<file path="src/rtl/ts_tx_pkg.sv">
// Shared constants, types and helpers for the timestamp UART transmitter.
// Optional feature macro: TS_TX_PARITY_EN (even parity bit per character).
package ts_tx_pkg;

    localparam int         FRAME_LEN = 21;
    localparam logic [4:0] LAST_IDX  = 5'(FRAME_LEN - 1);

    localparam logic [7:0] ASC_ZERO  = 8'h30;
    localparam logic [7:0] ASC_DASH  = 8'h2D;
    localparam logic [7:0] ASC_COLON = 8'h3A;
    localparam logic [7:0] ASC_SPACE = 8'h20;
    localparam logic [7:0] ASC_CR    = 8'h0D;
    localparam logic [7:0] ASC_LF    = 8'h0A;
    localparam logic [7:0] ASC_BAD   = 8'h3F;

    typedef enum logic [1:0] {
        ST_IDLE   = 2'd0,
        ST_LOAD   = 2'd1,
        ST_SEND   = 2'd2,
        ST_FINISH = 2'd3
    } ts_state_e;

    typedef struct packed {
        logic [3:0] yr_th;
        logic [3:0] yr_hu;
        logic [3:0] yr_te;
        logic [3:0] yr_un;
        logic [3:0] mon_te;
        logic [3:0] mon_un;
        logic [3:0] d_te;
        logic [3:0] d_un;
        logic [3:0] hr_te;
        logic [3:0] hr_un;
        logic [3:0] min_te;
        logic [3:0] min_un;
        logic [3:0] sec_te;
        logic [3:0] sec_un;
    } ts_snap_t;

    // Non-decimal nibbles are shown as '?' so a corrupt counter is visible on the host.
    function automatic logic [7:0] digit_ascii(input logic [3:0] d);
        logic [7:0] res;
        if (d <= 4'd9) begin
            res = ASC_ZERO + {4'd0, d};
        end else begin
            res = ASC_BAD;
        end
        return res;
    endfunction

`ifdef TS_TX_PARITY_EN
    function automatic logic even_parity(input logic [7:0] d);
        return ^d;
    endfunction
`endif

endpackage

</file>
<file path="src/rtl/uart_tx_byte.sv">
// Single-byte UART serialiser: start bit, 8 data bits LSB first, optional
// even parity (TS_TX_PARITY_EN), stop bit; every bit held DIV clocks.
module uart_tx_byte
    import ts_tx_pkg::*;
#(
    parameter int DIV = 434
) (
    input  logic       clk,
    input  logic       rst,
    input  logic [7:0] data,
    input  logic       valid,
    output logic       ready,
    output logic       tx
);

    localparam int CW = (DIV > 2) ? $clog2(DIV) : 1;
`ifdef TS_TX_PARITY_EN
    localparam logic [3:0] LAST_BIT = 4'd10;
`else
    localparam logic [3:0] LAST_BIT = 4'd9;
`endif

    logic          r_active;
    logic [CW-1:0] r_baud;
    logic [3:0]    r_bit;
    logic [7:0]    r_data;
    logic          r_tx;

    logic          w_wrap;
    logic          w_last;
    logic          w_accept;
    logic          w_next_tx;

    assign w_wrap   = r_active && (r_baud == CW'(DIV - 1));
    assign w_last   = w_wrap && (r_bit == LAST_BIT);
    // Ready already in the final stop-bit cycle keeps the inter-character gap to one idle cycle.
    assign ready    = !r_active || w_last;
    assign w_accept = valid && ready;
    assign tx       = r_tx;

    // Line level for the bit that follows the current one.
    always_comb begin
        w_next_tx = 1'b1;
        if (r_bit < 4'd8) begin
            w_next_tx = r_data[r_bit[2:0]];
`ifdef TS_TX_PARITY_EN
        end else if (r_bit == 4'd8) begin
            w_next_tx = even_parity(r_data);
`endif
        end else begin
            w_next_tx = 1'b1;
        end
    end

    // Baud counter, bit counter and line register.
    always_ff @(posedge clk) begin
        if (rst) begin
            r_active <= 1'b0;
            r_baud   <= '0;
            r_bit    <= 4'd0;
            r_data   <= 8'd0;
            r_tx     <= 1'b1;
        end else if (w_accept) begin
            r_active <= 1'b1;
            r_baud   <= '0;
            r_bit    <= 4'd0;
            r_data   <= data;
            r_tx     <= 1'b0;
        end else if (w_last) begin
            r_active <= 1'b0;
            r_baud   <= '0;
            r_bit    <= 4'd0;
            r_tx     <= 1'b1;
        end else if (w_wrap) begin
            r_baud   <= '0;
            r_bit    <= r_bit + 4'd1;
            r_tx     <= w_next_tx;
        end else if (r_active) begin
            r_baud   <= r_baud + CW'(1);
        end else begin
            r_baud   <= '0;
        end
    end

endmodule

</file>
<file path="src/rtl/timestamp_uart_tx.sv">
// Sends a captured date/time snapshot as "YYYY-MM-DD hh:mm:ss\r\n" over UART.
// Optional feature macro: TS_TX_PARITY_EN (8E1 instead of 8N1).
module timestamp_uart_tx
    import ts_tx_pkg::*;
#(
    parameter int CLK_HZ = 50_000_000,
    parameter int BAUD   = 115200
) (
    input  logic       clk,
    input  logic       rst,
    input  logic       start,
    input  logic [3:0] yr_thousands,
    input  logic [3:0] yr_hundreds,
    input  logic [3:0] yr_tens,
    input  logic [3:0] yr_units,
    input  logic [3:0] mon_tens,
    input  logic [3:0] mon_units,
    input  logic [3:0] d_tens,
    input  logic [3:0] d_units,
    input  logic [3:0] hr_tens,
    input  logic [3:0] hr_units,
    input  logic [3:0] min_tens,
    input  logic [3:0] min_units,
    input  logic [3:0] sec_tens,
    input  logic [3:0] sec_units,
    output logic       tx,
    output logic       busy,
    output logic       done
);

    // Truncated divisor; must come out at 2 or more.
    localparam int DIV = CLK_HZ / BAUD;

    ts_state_e  r_state;
    logic [4:0] r_idx;
    ts_snap_t   r_snap;
    logic       r_busy;
    logic       r_done;

    ts_snap_t   w_live;
    logic       w_valid;
    logic       w_ready;
    logic       w_tx;
    logic [7:0] w_byte;

    function automatic logic [7:0] char_at(input logic [4:0] idx, input ts_snap_t s);
        logic [7:0] c;
        case (idx)
            5'd0:    c = digit_ascii(s.yr_th);
            5'd1:    c = digit_ascii(s.yr_hu);
            5'd2:    c = digit_ascii(s.yr_te);
            5'd3:    c = digit_ascii(s.yr_un);
            5'd4:    c = ASC_DASH;
            5'd5:    c = digit_ascii(s.mon_te);
            5'd6:    c = digit_ascii(s.mon_un);
            5'd7:    c = ASC_DASH;
            5'd8:    c = digit_ascii(s.d_te);
            5'd9:    c = digit_ascii(s.d_un);
            5'd10:   c = ASC_SPACE;
            5'd11:   c = digit_ascii(s.hr_te);
            5'd12:   c = digit_ascii(s.hr_un);
            5'd13:   c = ASC_COLON;
            5'd14:   c = digit_ascii(s.min_te);
            5'd15:   c = digit_ascii(s.min_un);
            5'd16:   c = ASC_COLON;
            5'd17:   c = digit_ascii(s.sec_te);
            5'd18:   c = digit_ascii(s.sec_un);
            5'd19:   c = ASC_CR;
            5'd20:   c = ASC_LF;
            default: c = ASC_BAD;
        endcase
        return c;
    endfunction

    assign w_live = {yr_thousands, yr_hundreds, yr_tens, yr_units,
                     mon_tens, mon_units, d_tens, d_units,
                     hr_tens, hr_units, min_tens, min_units,
                     sec_tens, sec_units};

    assign w_valid = (r_state == ST_LOAD);
    assign w_byte  = char_at(r_idx, r_snap);
    assign tx      = w_tx;
    assign busy    = r_busy;
    assign done    = r_done;

    uart_tx_byte #(
        .DIV (DIV)
    ) u_byte (
        .clk   (clk),
        .rst   (rst),
        .data  (w_byte),
        .valid (w_valid),
        .ready (w_ready),
        .tx    (w_tx)
    );

    // Frame sequencer: snapshot on start, walk the 21 characters, pulse done.
    always_ff @(posedge clk) begin
        if (rst) begin
            r_state <= ST_IDLE;
            r_idx   <= 5'd0;
            r_snap  <= '0;
            r_busy  <= 1'b0;
            r_done  <= 1'b0;
        end else begin
            r_done <= 1'b0;
            case (r_state)
                ST_IDLE: begin
                    if (start) begin
                        r_snap  <= w_live;
                        r_idx   <= 5'd0;
                        r_busy  <= 1'b1;
                        r_state <= ST_LOAD;
                    end else begin
                        r_state <= ST_IDLE;
                    end
                end
                ST_LOAD: begin
                    if (w_ready) begin
                        r_state <= ST_SEND;
                    end else begin
                        r_state <= ST_LOAD;
                    end
                end
                ST_SEND: begin
                    if (!w_ready) begin
                        r_state <= ST_SEND;
                    end else if (r_idx == LAST_IDX) begin
                        r_state <= ST_FINISH;
                    end else begin
                        r_idx   <= r_idx + 5'd1;
                        r_state <= ST_LOAD;
                    end
                end
                ST_FINISH: begin
                    r_done  <= 1'b1;
                    r_busy  <= 1'b0;
                    r_state <= ST_IDLE;
                end
                default: begin
                    r_busy  <= 1'b0;
                    r_state <= ST_IDLE;
                end
            endcase
        end
    end

endmodule

</file>
<file path="config.mk">
export PLATFORM = sky130hd
export DESIGN_NAME = timestamp_uart_tx
export DESIGN_NICKNAME = d
export VERILOG_FILES = /design/src/rtl/ts_tx_pkg.sv /design/src/rtl/uart_tx_byte.sv /design/src/rtl/timestamp_uart_tx.sv
export SDC_FILE = /design/constraint.sdc
export NUM_CORES = 1
export LEC_CHECK = 0
export ABC_AREA = 1
export BUFFER_PORTS_ARGS = -buffer_cell sky130_fd_sc_hd__buf_2
export CAP_MARGIN = 5
export CORE_MARGIN = 4
export CORE_UTILIZATION = 30
export DETAILED_ROUTE_END_ITERATION = 7
export RECOVER_POWER = 100
export SLEW_MARGIN = 20
export SYNTH_ARGS = -nofsm -noshare
export SYNTH_HDL_FRONTEND = slang
export SYNTH_SLANG_ARGS = --single-unit
</file>
<file path="constraint.sdc">
create_clock -name clk -period 2.88 [get_ports clk]
set_clock_uncertainty 0.15 [all_clocks]
set_input_delay 0.288 -clock clk [delete_from_list [all_inputs] [get_ports clk]]
set_output_delay 0.288 -clock clk [all_outputs]
set_load 0.02 [all_outputs]
</file>
==> impl_metrics.env, run 1 <==
export IMPL_busiest_layer="met2"
export IMPL_hold_path_class="in -> reg"
export IMPL_synthesis_nets=752
export IMPL_htree_levels=3
export IMPL_synthTopCellsByArea="dfxtp_1, nor2_1, nand2_1, o21ai_0, a21oi_1"
export IMPL_maxSlewViolCount=0
export IMPL_relSlewSlack_pct=35.0
export IMPL_place_gp_congestion=0.883
export IMPL_clk_pin_slew_ns=0.06
export IMPL_num_vias=4214
export IMPL_final_cell_count_no_fill=926
export IMPL_critPathSlowestCell="nand2_1"
export IMPL_grt_start_max_net_pins=44
export IMPL_path_class="reg -> reg"
export IMPL_finalCriticalPeriod_ns=2.09
export IMPL_grt_util_met2_pct=23.5
export IMPL_ioPinCount=62
export IMPL_ys_ff_latch=86
export IMPL_antenna_cells=0
export IMPL_path_max_fanout=34
export IMPL_setup_violations=0
export IMPL_critPathMostFrequentCell="a21oi_1"
export IMPL_ant_nets=0
export IMPL_worstHoldPathCells=3
export IMPL_numCtsBuffers=9
export IMPL_start_util_pct=30.7
export IMPL_die_w_um=130
export IMPL_gr_usage_met3_pct=4.01
export IMPL_cts_hold_buffers_added=0
export IMPL_grt_overflow=0
export IMPL_drive_gt1_share_pct=13.3
export IMPL_synth_top_cell_area_share_pct=38.6
export IMPL_nets=806
export IMPL_drc_errors=0
export IMPL_synth_cells=684
export IMPL_rsz0062_at_grt="false"
export IMPL_post_cts_setup_buffers=0
export IMPL_async_flop_share_pct=0
export IMPL_synth_seq_area_share_pct=38.6
export IMPL_drtPass1Iterations=4
export IMPL_core_area_sq_mm=0.0145
export IMPL_dpl_cell_count=911
export IMPL_grt_total_usage_pct=14.0
export IMPL_hp_start="yr_units[2]"
export IMPL_ir_worst_vdd_uv=314
export IMPL_hpwl_mm=8.62
export IMPL_n_fill_cell=1665
export IMPL_root_buffer="clkbuf_16"
export IMPL_r2r_end="r_state[0]$_SDFF_PP0_"
export IMPL_tritoncts="built"
export IMPL_dieArea_sq_mm=0.0169
export IMPL_status="finished, final reports clean"
export IMPL_cp_buffers_inverters=2
export IMPL_antenna_found_initial=0
export IMPL_synth_cell_types=37
export IMPL_reg2reg_slack_ns=0.79
export IMPL_viasPerCell=4.55
export IMPL_rr_startpoint="r_state[1]$_SDFF_PP0_"
export IMPL_grt_pass1_vias=4129
export IMPL_use_met1_pct=17.7
export IMPL_io_buffers=61
export IMPL_synth_edf_count=0
export IMPL_routed_wl_mm=11.2
export IMPL_ctsResizeCount=0
export IMPL_grt_pass1_wl_mm=19.0
export IMPL_rows=44
export IMPL_path_cells="nor2_1 -> nand2_1 -> clkinv_1 -> buf_4 -> a21oi_1 -> a21oi_1"
export IMPL_wl_per_cell_um=12.0
export IMPL_setup_tns_ns=0
export IMPL_fin_ws_ns=0.786
export IMPL_synth_area_sq_mm=0.00447
export IMPL_chipHeight_um=130
export IMPL_holdWs_ns=0.0424
export IMPL_worst_pin_slew_ns=0.972
export IMPL_cp_top_family="simple AND/OR/NAND/NOR gates"
export IMPL_worstPathRequired_ns=2.96
export IMPL_syn_area_per_cell_sq_um=6.53
export IMPL_power_total_mw=2.95
export IMPL_yosysWarnings=0
export IMPL_finalHoldViolations=0
export IMPL_mostFrequentLayoutCells="nor2_1, nand2_1, dfxtp_1"
export IMPL_insertion_delay_ns=0.34
export IMPL_leakagePower_nw=2.37
export IMPL_synth_flop_cell="dfxtp_1"
export IMPL_layout_commonest_cell="nor2_1"
export IMPL_area_delta_synth_final_pct=16.4
export IMPL_reg2regPathDepth=6
export IMPL_pre_cts_ws_ns=0.859
export IMPL_max_freq_ghz=0.478
export IMPL_clock_path_buffers=2
export IMPL_crit_path_end_kind="flip-flop"
export IMPL_timing_final_crit_share_pct=72.7
export IMPL_cap_violations=0
export IMPL_power_density_mw_per_mm2=567
export IMPL_start_kind="flip-flop"
export IMPL_cts_sinks=86
export IMPL_yosysTopAreaCell="dfxtp_1"
export IMPL_cp_arrival_ns=2.18
export IMPL_initialDrtViolationCount=216
export IMPL_max_stage_delay_ns=0.70
export IMPL_hold_end="r_snap[42]$_SDFFE_PP0P_"
export IMPL_path_depth=6
-- kinds of logic after synthesis --
| logic type | share of synthesized area [%] |
|---|---|
| flops | 38.6 |
| compound gates | 17.0 |
| xor+xnor | 0.785 |
| fa+ha+maj | 2.52 |
| buf+inv | 8.49 |
| simple gates | 32.7 |
-- per-layer routing --
metal  vias up  share of wire, %
met5         -                 0
met4         0               1.6
met3        14               4.8
met2        77                46
met1      1836                48
li1       2287                 -
-- layout make-up --
cell class                 count  area (sq um)  area share [%]
tap                          184           230            4.43
clock inverter                 2          16.3           0.313
timing repair buffer          66           348            6.69
clock buffer                  13           260            5.01
sequential                    86          1720            33.1
inverter                      72           273            5.25
multi-input combinational    503          2350            45.2
-- stage by stage --
| stage | instance area (sq um) | utilization (%) |
|---|---|---|
| 3_3_place_gp | 4950 | 34.0 |
| 4_1_cts | 5220 | 35.9 |
| 2_1_floorplan | 4470 | - |
| 5_1_grt | 5200 | 35.8 |
| 3_5_place_dp | 4950 | 34.0 |
| 6_report | 5200 | 35.8 |
-- cell usage after synthesis, drive strengths merged, types with 2 or more instances --
| cell type | number |
|---|---|
| a21oi | 59 |
| a31oi | 2 |
| buf | 8 |
| clkbuf | 15 |
| dfxtp | 86 |
| ha | 9 |
| inv | 71 |
| nand2 | 134 |
| nand3 | 30 |
| nand4 | 3 |
| nor2 | 168 |
| nor3 | 2 |
| nor3b | 2 |
| o21ai | 81 |
| or2 | 3 |
| xor2 | 3 |
-- power by group --
part	switching (mW)	internal (mW)	leakage, nW
logic	0.300	0.177	1.53
registers	0.0816	1.29	0.709
clock network	0.462	0.630	0.132
-- how the worst max path moves through the flow --
stage                           from                       endpoint  slack [ns]
2_1_floorplan  r_idx[0]$_SDFFE_PP0P_  u_byte.r_data[0]$_SDFFE_PP0P_        1.18
3_3_place_gp   r_idx[4]$_SDFFE_PP0P_  u_byte.r_data[4]$_SDFFE_PP0P_        0.88
3_5_place_dp   r_idx[4]$_SDFFE_PP0P_  u_byte.r_data[4]$_SDFFE_PP0P_        0.86
4_1_cts        r_idx[4]$_SDFFE_PP0P_  u_byte.r_data[4]$_SDFFE_PP0P_        0.84
5_1_grt        r_state[1]$_SDFF_PP0_          r_state[0]$_SDFF_PP0_        0.47
6_report       r_state[1]$_SDFF_PP0_          r_state[0]$_SDFF_PP0_        0.79
-- worst register-to-register path, delay by kind of cell (launching register included) --
kind	cells	cell delay, ns
simple gates	2	0.76
buf+inv	2	0.45
compound gates	2	0.24
flops	1	0.38
-- state kept, by name (all words and copies together) (netlist names) --
name / count
u_byte.r_baud: 9
u_byte.r_data: 6
u_byte.r_bit: 4
r_state: 2
u_byte.r_active: 1
done: 1
r_snap: 56
busy: 1
r_idx: 5
u_byte.tx: 1
(Power assumes the default switching activity.)
==> inputs of run 2 (changes only) <==
- clock period: 2.88 -> 1.75 ns (I/O delays scaled with it)
==> impl_metrics.env, run 2 (same netlist as run 1, synthesis figures left out) <==
export IMPL_status="finished, final reports clean"
export IMPL_antenna_found_initial=0
export IMPL_tritoncts="built"
export IMPL_htree_levels=3
export IMPL_grt_overflow=0
export IMPL_reg2reg_slack_ns=0.007
export IMPL_start_kind="flip-flop"
export IMPL_critPathMostFrequentCell="nor2_4"
export IMPL_drtPass1Iterations=4
export IMPL_rows=44
export IMPL_critPathSlowestCell="dfxtp_4"
export IMPL_io_buffers=61
export IMPL_initialDrtViolationCount=178
export IMPL_routed_wl_mm=12.2
export IMPL_cp_arrival_ns=1.82
export IMPL_mostFrequentLayoutCells="nor2_1, nand2_1, dfxtp_1"
export IMPL_comb_power_share_pct=20.2
export IMPL_hpwl_mm=8.65
export IMPL_drc_errors=0
export IMPL_max_freq_ghz=0.574
export IMPL_core_area_sq_mm=0.0145
export IMPL_viasPerCell=4.52
export IMPL_ir_worst_vdd_uv=517
export IMPL_largest_register="r_snap"
export IMPL_leakagePower_nw=2.83
export IMPL_cap_violations=0
export IMPL_wl_per_cell_um=12.0
export IMPL_root_buffer="clkbuf_16"
export IMPL_crit_path_end_kind="flip-flop"
export IMPL_post_route_util_pct=43.9
export IMPL_area_delta_synth_final_pct=43.0
export IMPL_p_clk_share_pct=37.3
export IMPL_top_regs="r_snap: 56 flops, u_byte.r_baud: 9 flops, u_byte.r_data: 6 flops"
export IMPL_internal_power_mw=3.73
export IMPL_grt_pass1_vias=4417
export IMPL_grt_start_max_net_pins=69
export IMPL_ant_nets=0
export IMPL_place_gp_congestion=0.875
export IMPL_path_cells="inv_2 -> ha_4 -> inv_2 -> nor2_4 -> nand2_1 -> nand3_1 -> nor2_4 -> nand3_2 -> nand2_4 -> nor2_4 -> nor2_1"
export IMPL_finalCriticalPeriod_ns=1.74
export IMPL_p_sw_mw=1.60
export IMPL_clock_path_buffers=2
export IMPL_die_w_um=130
export IMPL_finalHoldViolations=0
export IMPL_max_stage_delay_ns=0.37
export IMPL_grt_total_usage_pct=14.6
export IMPL_crit_start="r_idx[1]$_SDFFE_PP0P_"
export IMPL_path_class="reg -> reg"
export IMPL_n_fill_cell=1490
export IMPL_multiInputGateArea_sq_mm=0.00267
export IMPL_fin_area_sq_mm=0.00638
export IMPL_chipHeight_um=130
export IMPL_clk_pin_slew_ns=0.07
export IMPL_worst_pin_slew_ns=0.343
export IMPL_relSlewSlack_pct=77.2
export IMPL_maxSlewViolCount=0
export IMPL_setup_violations=0
export IMPL_place_area_sq_mm=0.00514
export IMPL_dieArea_sq_mm=0.0169
export IMPL_hp_start="min_units[0]"
export IMPL_hold_path_class="in -> reg"
export IMPL_layout_commonest_cell="nor2_1"
export IMPL_seqCellArea_sq_mm=0.00173
export IMPL_drive_gt1_share_pct=24.0
export IMPL_worstPathRequired_ns=1.83
export IMPL_grt_pass1_wl_mm=20.1
export IMPL_pre_cts_ws_ns=-0.173
export IMPL_numCtsBuffers=9
export IMPL_power_share_switching_pct=30.0
export IMPL_num_vias=4585
export IMPL_insertion_delay_ns=0.34
export IMPL_largest_reg_flops=56
export IMPL_p_seq_share_pct=42.5
export IMPL_nets=893
export IMPL_fin_ws_ns=0.00714
export IMPL_ioPinCount=62
export IMPL_power_density_mw_per_mm2=835
export IMPL_antenna_cells=0
export IMPL_rsz0062_at_grt="true"
export IMPL_path_max_fanout=5
export IMPL_timing_final_crit_share_pct=99.6
export IMPL_start_util_pct=30.7
export IMPL_rr_startpoint="r_idx[1]$_SDFFE_PP0P_"
export IMPL_cts_sinks=86
## run 2: stage by stage
step	cells	total power, mW	hold slack, ns	setup TNS [ns]
floorplan	684	2.85	0.192	0
global placement	933	3.14	0.280	-0.611
detailed placement	933	3.15	0.283	-0.899
CTS	1005	5.27	0.00770	0
global route	1014	5.63	0.0352	-0.603
finish	1014	5.33	0.000359	0
## run 2: layer usage
metal	track usage, %	vias up	share of wire, %
li1	-	2460	-
met1	19.0	2041	47
met2	24.5	67	48
met3	2.91	17	3.0
met4	4.65	0	1.6
met5	0	-	0
## run 2: worst paths after layout
check | depth (start not counted) | endpoint
worst max-delay path | 11 | u_byte.r_data[2]$_SDFFE_PP0P_
worst min-delay path | 3 | r_snap[8]$_SDFFE_PP0P_
worst max register to register | 11 | u_byte.r_data[2]$_SDFFE_PP0P_
worst min register to register | 2 | r_snap[32]$_SDFFE_PP0P_
## run 2: power groups by stage
stage / clock (mW) / sequential (mW) / combinational, mW
finish: 1.99 / 2.26 / 1.08
global route: 2.11 / 2.29 / 1.22
CTS: 2.04 / 2.26 / 0.976
detailed placement: 0 / 2.30 / 0.852
global placement: 0 / 2.29 / 0.850
floorplan: 0 / 2.27 / 0.582
## run 2: final cells by class
type | count | area share (%)
clock inverters | 7 | 1.27
inverters | 72 | 4.39
multi-input cells | 503 | 41.8
flip-flops and latches | 86 | 27.1
repair buffers | 153 | 18.3
clock buffers | 9 | 3.53
well taps | 184 | 3.61
## run 2: repair_timing
item	CTS	global route
setup buffers	1	9
pin swaps	1	33
hold buffers	55	0
gates resized for setup	22	74
gates cloned	0	0
setup endpoints to repair	6	17
endpoints found under the hold margin	61	0
## run 2: critical path: cells and delay by family, from the launching register on
kind,cells,cell delay (ns)
and+or+nand+nor,8,0.83
buffers and inverters,2,0.14
adders and majority gates,1,0.15
DFF,1,0.37
